<file path="config.mk">
export PLATFORM = sky130hd
export DESIGN_NAME = fifo_demux
export DESIGN_NICKNAME = d
export VERILOG_FILES = /design/src/rtl/fifo_demux_pkg.sv /design/src/rtl/fifo_demux_ch_demux.sv /design/src/rtl/fifo_demux.sv
export SDC_FILE = /design/constraint.sdc
export NUM_CORES = 1
export LEC_CHECK = 0
export CAP_MARGIN = 10
export CORE_UTILIZATION = 54
export CTS_CLUSTER_SIZE = 28
export DETAILED_ROUTE_END_ITERATION = 16
export PLACE_DENSITY = 0.83
export SLEW_MARGIN = 20
export SYNTH_ARGS = -nofsm -noshare
export SYNTH_HDL_FRONTEND = slang
export SYNTH_HIERARCHICAL = 1
export SYNTH_SLANG_ARGS = --single-unit
</file>
<file path="constraint.sdc">
create_clock -name i_clk -period 9.47 [get_ports i_clk]
set_clock_uncertainty 0.2 [all_clocks]
set_input_delay 1.4205 -clock i_clk [delete_from_list [all_inputs] [get_ports i_clk]]
set_output_delay 1.4205 -clock i_clk [all_outputs]
set_load 0.02 [all_outputs]
</file>
<file path="src/rtl/fifo_demux_pkg.sv">
// Shared types and constants for the channel-interleaved FIFO read path.
// Latency: n/a (declarations only).
// Backpressure: n/a.
package fifo_demux_pkg;

    localparam int MAX_CH = 8;
    localparam int IDX_W  = 3;

    // Encodings match the write-side selector so debug captures line up.
    typedef enum logic [1:0] {
        ST_IDLE   = 2'd0,
        ST_READ   = 2'd1,
        ST_COMMIT = 2'd2
    } state_t;

endpackage

</file>
<file path="src/rtl/fifo_demux_ch_demux.sv">
// Decodes the word index into a one-hot shadow-register write enable.
// Latency: combinational.
// Backpressure: none; enable is qualified by the caller's FIFO read strobe.
module ch_demux
    import fifo_demux_pkg::*;
(
    input  logic [IDX_W-1:0]  i_idx,
    input  logic              i_en,
    output logic [MAX_CH-1:0] o_we
);

    // One-hot select of the shadow slot for the word being consumed.
    always_comb begin
        o_we = '0;
        if (i_en) begin
            o_we[i_idx] = 1'b1;
        end
    end

endmodule

</file>
<file path="src/rtl/fifo_demux.sv">
// De-interleaves one frame of (channels+1) words from an FWFT FIFO onto d0..d7.
// Latency: strobe at edge 0, words at edges 1..N, valid high after edge N+1.
// Backpressure: empty FIFO stalls the frame indefinitely; strobes while busy are dropped and counted.
module fifo_demux
    import fifo_demux_pkg::*;
#(
    parameter int WIDTH  = 16,
    parameter int MISS_W = 8
) (
    input  logic              i_clk,
    input  logic              i_reset,
    input  logic              i_strobe,
    input  logic [2:0]        i_channels,
    input  logic              i_fifo_empty,
    input  logic [WIDTH-1:0]  i_fifo_dout,
    output logic              o_fifo_rd,
    input  logic              i_clear_err,
    output logic [WIDTH-1:0]  o_d0,
    output logic [WIDTH-1:0]  o_d1,
    output logic [WIDTH-1:0]  o_d2,
    output logic [WIDTH-1:0]  o_d3,
    output logic [WIDTH-1:0]  o_d4,
    output logic [WIDTH-1:0]  o_d5,
    output logic [WIDTH-1:0]  o_d6,
    output logic [WIDTH-1:0]  o_d7,
    output logic              o_valid,
    output logic              o_busy,
    output logic              o_missed,
    output logic [MISS_W-1:0] o_miss_cnt,
    output logic [7:0]        o_debug
);

    state_t              r_state;
    state_t              w_next;
    logic [IDX_W-1:0]    r_idx;
    logic [IDX_W-1:0]    r_n_last;
    logic [WIDTH-1:0]    r_shadow [MAX_CH];
    logic [WIDTH-1:0]    r_d      [MAX_CH];
    logic                r_valid;
    logic                r_missed;
    logic [MISS_W-1:0]   r_miss_cnt;
    logic                w_rd;
    logic                w_busy;
    logic                w_last;
    logic                w_start;
    logic                w_miss;
    logic [MAX_CH-1:0]   w_we;

    assign w_last  = w_rd && (r_idx == r_n_last);
    assign w_start = (r_state == ST_IDLE) && i_strobe;
    assign w_miss  = i_strobe && w_busy;

    // State register.
    always_ff @(posedge i_clk or posedge i_reset) begin
        if (i_reset) begin
            r_state <= ST_IDLE;
        end else begin
            r_state <= w_next;
        end
    end

    // Next state plus read/busy decode; read is pure state-and-empty so a stalled frame never pops.
    always_comb begin
        w_next = r_state;
        w_rd   = 1'b0;
        w_busy = 1'b0;
        case (r_state)
            ST_IDLE: begin
                if (i_strobe) begin
                    w_next = ST_READ;
                end
            end
            ST_READ: begin
                w_busy = 1'b1;
                w_rd   = !i_fifo_empty;
                if (!i_fifo_empty && (r_idx == r_n_last)) begin
                    w_next = ST_COMMIT;
                end
            end
            ST_COMMIT: begin
                w_busy = 1'b1;
                w_next = ST_IDLE;
            end
            default: begin
                w_next = ST_IDLE;
            end
        endcase
    end

    // Word index and frame length; length latched at frame start so mid-frame changes are ignored.
    always_ff @(posedge i_clk or posedge i_reset) begin
        if (i_reset) begin
            r_idx    <= '0;
            r_n_last <= '0;
        end else if (w_start) begin
            r_idx    <= '0;
            r_n_last <= i_channels;
        end else if (w_rd && (r_idx != r_n_last)) begin
            r_idx <= r_idx + 3'd1;
        end
    end

    ch_demux u_ch_demux (
        .i_idx (r_idx),
        .i_en  (w_rd),
        .o_we  (w_we)
    );

    // Shadow capture of each consumed word.
    always_ff @(posedge i_clk or posedge i_reset) begin
        if (i_reset) begin
            for (int k = 0; k < MAX_CH; k++) begin
                r_shadow[k] <= '0;
            end
        end else begin
            for (int k = 0; k < MAX_CH; k++) begin
                if (w_we[k]) begin
                    r_shadow[k] <= i_fifo_dout;
                end
            end
        end
    end

    // Frame commit: last word bypasses the shadow, unused channels are zeroed.
    always_ff @(posedge i_clk or posedge i_reset) begin
        if (i_reset) begin
            for (int k = 0; k < MAX_CH; k++) begin
                r_d[k] <= '0;
            end
        end else if (w_last) begin
            for (int k = 0; k < MAX_CH; k++) begin
                if (3'(k) < r_n_last) begin
                    r_d[k] <= r_shadow[k];
                end else if (3'(k) == r_n_last) begin
                    r_d[k] <= i_fifo_dout;
                end else begin
                    r_d[k] <= '0;
                end
            end
        end
    end

    // Valid pulse for the cycle following the COMMIT state.
    always_ff @(posedge i_clk or posedge i_reset) begin
        if (i_reset) begin
            r_valid <= 1'b0;
        end else begin
            r_valid <= (r_state == ST_COMMIT);
        end
    end

    // Sticky miss flag and saturating counter; a miss on the clearing edge wins.
    always_ff @(posedge i_clk or posedge i_reset) begin
        if (i_reset) begin
            r_missed   <= 1'b0;
            r_miss_cnt <= '0;
        end else if (w_miss) begin
            r_missed <= 1'b1;
            if (i_clear_err) begin
                r_miss_cnt <= MISS_W'(1);
            end else if (!(&r_miss_cnt)) begin
                r_miss_cnt <= r_miss_cnt + MISS_W'(1);
            end
        end else if (i_clear_err) begin
            r_missed   <= 1'b0;
            r_miss_cnt <= '0;
        end
    end

    assign o_fifo_rd  = w_rd;
    assign o_busy     = w_busy;
    assign o_valid    = r_valid;
    assign o_missed   = r_missed;
    assign o_miss_cnt = r_miss_cnt;
    assign o_debug    = {r_missed, r_state, r_idx, w_rd, r_valid};
    assign o_d0       = r_d[0];
    assign o_d1       = r_d[1];
    assign o_d2       = r_d[2];
    assign o_d3       = r_d[3];
    assign o_d4       = r_d[4];
    assign o_d5       = r_d[5];
    assign o_d6       = r_d[6];
    assign o_d7       = r_d[7];

endmodule

</file>
==> flow_metrics.env <==
export IMPL_status="finished clean"
export IMPL_cts_setup_buffers=0
export IMPL_switching_share_pct=36.0
export IMPL_ios=172
export IMPL_grt_pass1_wl_mm=43.5
export IMPL_ys_warn_count=6
export IMPL_min_path_type="reg2reg"
export IMPL_root_buffer="clkbuf_16"
export IMPL_worstPathArrival_ps=3040
export IMPL_firstDrtPassIters=5
export IMPL_cpMostUsedCell="clkdlybuf4s50_1"
export IMPL_worstHoldStart="o_d3[4]"
export IMPL_drc_errors=0
export IMPL_cts_clk_slew_worst_paths_ps=60
export IMPL_drive_gt1_share_pct=16.8
export IMPL_path_cells="clkdlybuf4s50_1 > and2b_1 > clkdlybuf4s50_1"
export IMPL_start_util_pct=55.5
export IMPL_cts_tree="built"
export IMPL_fin_crit_sh_pct=49.2
export IMPL_slowest_stage="clkdlybuf4s50_1"
export IMPL_worst_r2r_startpoint="r_n_last[0]"
export IMPL_power_frac_seq_pct=39.6
export IMPL_setup_viol=0
export IMPL_power_internal_w=0.00280
export IMPL_numCtsBuffers=26
export IMPL_area_delta_synth_final_pct=22.2
export IMPL_maxSlewHeadroom_pct=31.1
export IMPL_hold_depth=2
export IMPL_p_clk_share_pct=23.0
export IMPL_fin_setup_tns_ps=0
export IMPL_r2r_end="o_d3[7]"
export IMPL_vdd_drop_max_mv=0.142
export IMPL_wirelength_mm=27.0
export IMPL_wl_per_cell_microns=18.9
export IMPL_worst_path_buf_inv=2
export IMPL_p_leak_nw=6.17
export IMPL_finalMaxSlewViolations=0
export IMPL_dieHeight_microns=147
export IMPL_die_x_microns=147
export IMPL_final_nets=1171
export IMPL_grt_start_max_net_pins=113
export IMPL_syn_num_nets=1056
export IMPL_post_cts_resized=0
export IMPL_gp_congestion=0.774
export IMPL_cts_sinks=258
export IMPL_synth_area_sq_um=11300
export IMPL_worstSkewPairLatency_ps=520
export IMPL_cp_top_family="buffers and inverters"
export IMPL_coreArea_sq_um=20400
export IMPL_min_to="o_d3[4]"
export IMPL_cap_violations=0
export IMPL_ant_nets=0
export IMPL_grt_remaining_overflow=0
export IMPL_total_power_w=0.00437
export IMPL_dieArea_sq_um=21600
export IMPL_viasPerCell=5.68
export IMPL_reg2reg_depth=4
export IMPL_path_max_fanout=13
export IMPL_crit_path_max_incr_delay_ps=680
export IMPL_portBuffers=171
export IMPL_crit_start="i_fifo_empty"
export IMPL_avgSynthCellArea_sq_um=11.1
export IMPL_cts_htree_levels=1
export IMPL_finalHoldViolCount=0
export IMPL_clk_path_buf_depth=3
export IMPL_regToRegSetupSlack_ps=6100
export IMPL_rsz0062_at_grt="false"
export IMPL_hpwl_mm=17.0
export IMPL_n_antenna_cell=0
export IMPL_num_vias=8124
export IMPL_tightest_slew_ps=1030
export IMPL_fin_crit_ps=4660
export IMPL_p_comb_share_pct=37.3
export IMPL_max_freq_mhz=215
export IMPL_critPathLaunchType="input pin"
export IMPL_required_ps=7850
export IMPL_synth_cells=1025
export IMPL_setup_worst_path_class="in2out"
export IMPL_dr_first_iter_drc_count=551
export IMPL_grt_util_all_layers_pct=25.6
export IMPL_antenna_found_initial=0
export IMPL_utilization_pct=67.9
export IMPL_num_rows=52
export IMPL_power_switching_w=0.00157
export IMPL_ctsHoldBuffers=0
export IMPL_p_per_area_nw_per_um2=315
export IMPL_grt_pass1_vias=8018
export IMPL_endpoint_kind="output pin"
-- state kept, by name, indices dropped and copies added (netlist names), 3 cells and up --
name,cells
o_d0,16
o_d1,16
o_d2,16
o_d3,16
o_d4,16
o_d5,16
o_d6,16
o_d7,16
o_miss_cnt,8
r_idx,3
r_n_last,3
r_shadow,112
-- worst max path at each step --
stage / end / slack [ps] / cells after the start
2_1_floorplan: o_d0[0] / 750 / 1
3_3_place_gp: o_fifo_rd / 4860 / 3
6_report: o_debug[1] / 4810 / 3
4_1_cts: o_debug[1] / 4820 / 3
5_1_grt: o_fifo_rd / 4740 / 3
3_5_place_dp: o_debug[1] / 4830 / 3
-- stage by stage --
stage | cell area (sq um) | instances | setup slack (ps) | hold WS (ps)
after CTS | 13900 | 1430 | 4820 | 284
after global routing | 13900 | 1430 | 4740 | 300
final | 13900 | 1430 | 4810 | 280
after floorplan | 11300 | 1025 | 751 | 280
after global placement | 13000 | 1382 | 4860 | 262
after detailed placement | 13000 | 1382 | 4830 | 270
-- tightest hold or removal path, stage by stage (launching register included) --
cell     delay (ps)
dfrtp_1         340
nand2_1          40
o21ai_0          60
-- cell usage in the layout, fill, tap and decap left out, types with 3 or more instances in the layout --
cell type	instances
dfrtp_1	257
nand2_1	173
clkdlybuf4s50_1	171
mux2_2	117
o21ai_0	82
a21oi_1	39
nor2_1	39
mux2i_1	34
o21ai_1	33
a22oi_1	32
clkbuf_16	27
inv_1	22
a31oi_1	19
and3_1	18
o31ai_2	10
o31ai_1	7
ha_1	7
clkinv_2	7
buf_4	7
clkbuf_1	6
nand3_1	5
clkbuf_8	5
nor3_1	4
xnor2_2	3
nand4_1	3
and4b_2	3
and4bb_2	3
-- cell type report --
class	instances	area [sq um]
Timing Repair Buffer	179	1780
Fill cell	1484	6570
Sequential cell	258	6460
Tap cell	270	338
Multi-Input combinational cell	652	4350
Clock inverter	10	81.3
Clock buffer	38	767
Inverter	23	93.8
-- power by group through the flow --
stage	logic (W)	registers, W	clock network (W)
floorplan	0.000840	0.00190	0
global placement	0.00158	0.00173	0
detailed placement	0.00163	0.00175	0
CTS	0.00164	0.00173	0.00102
global route	0.00177	0.00178	0.00107
finish	0.00163	0.00173	0.00101
-- routing by layer --
layer	GRT usage [%]	routed length, microns	up-vias
li1	-	-	3759
met1	35.6	11700	4041
met2	41.8	13000	273
met3	3.29	1520	51
met4	8.97	816	0
met5	0	0	-
Power figures use the tool's default switching activity.
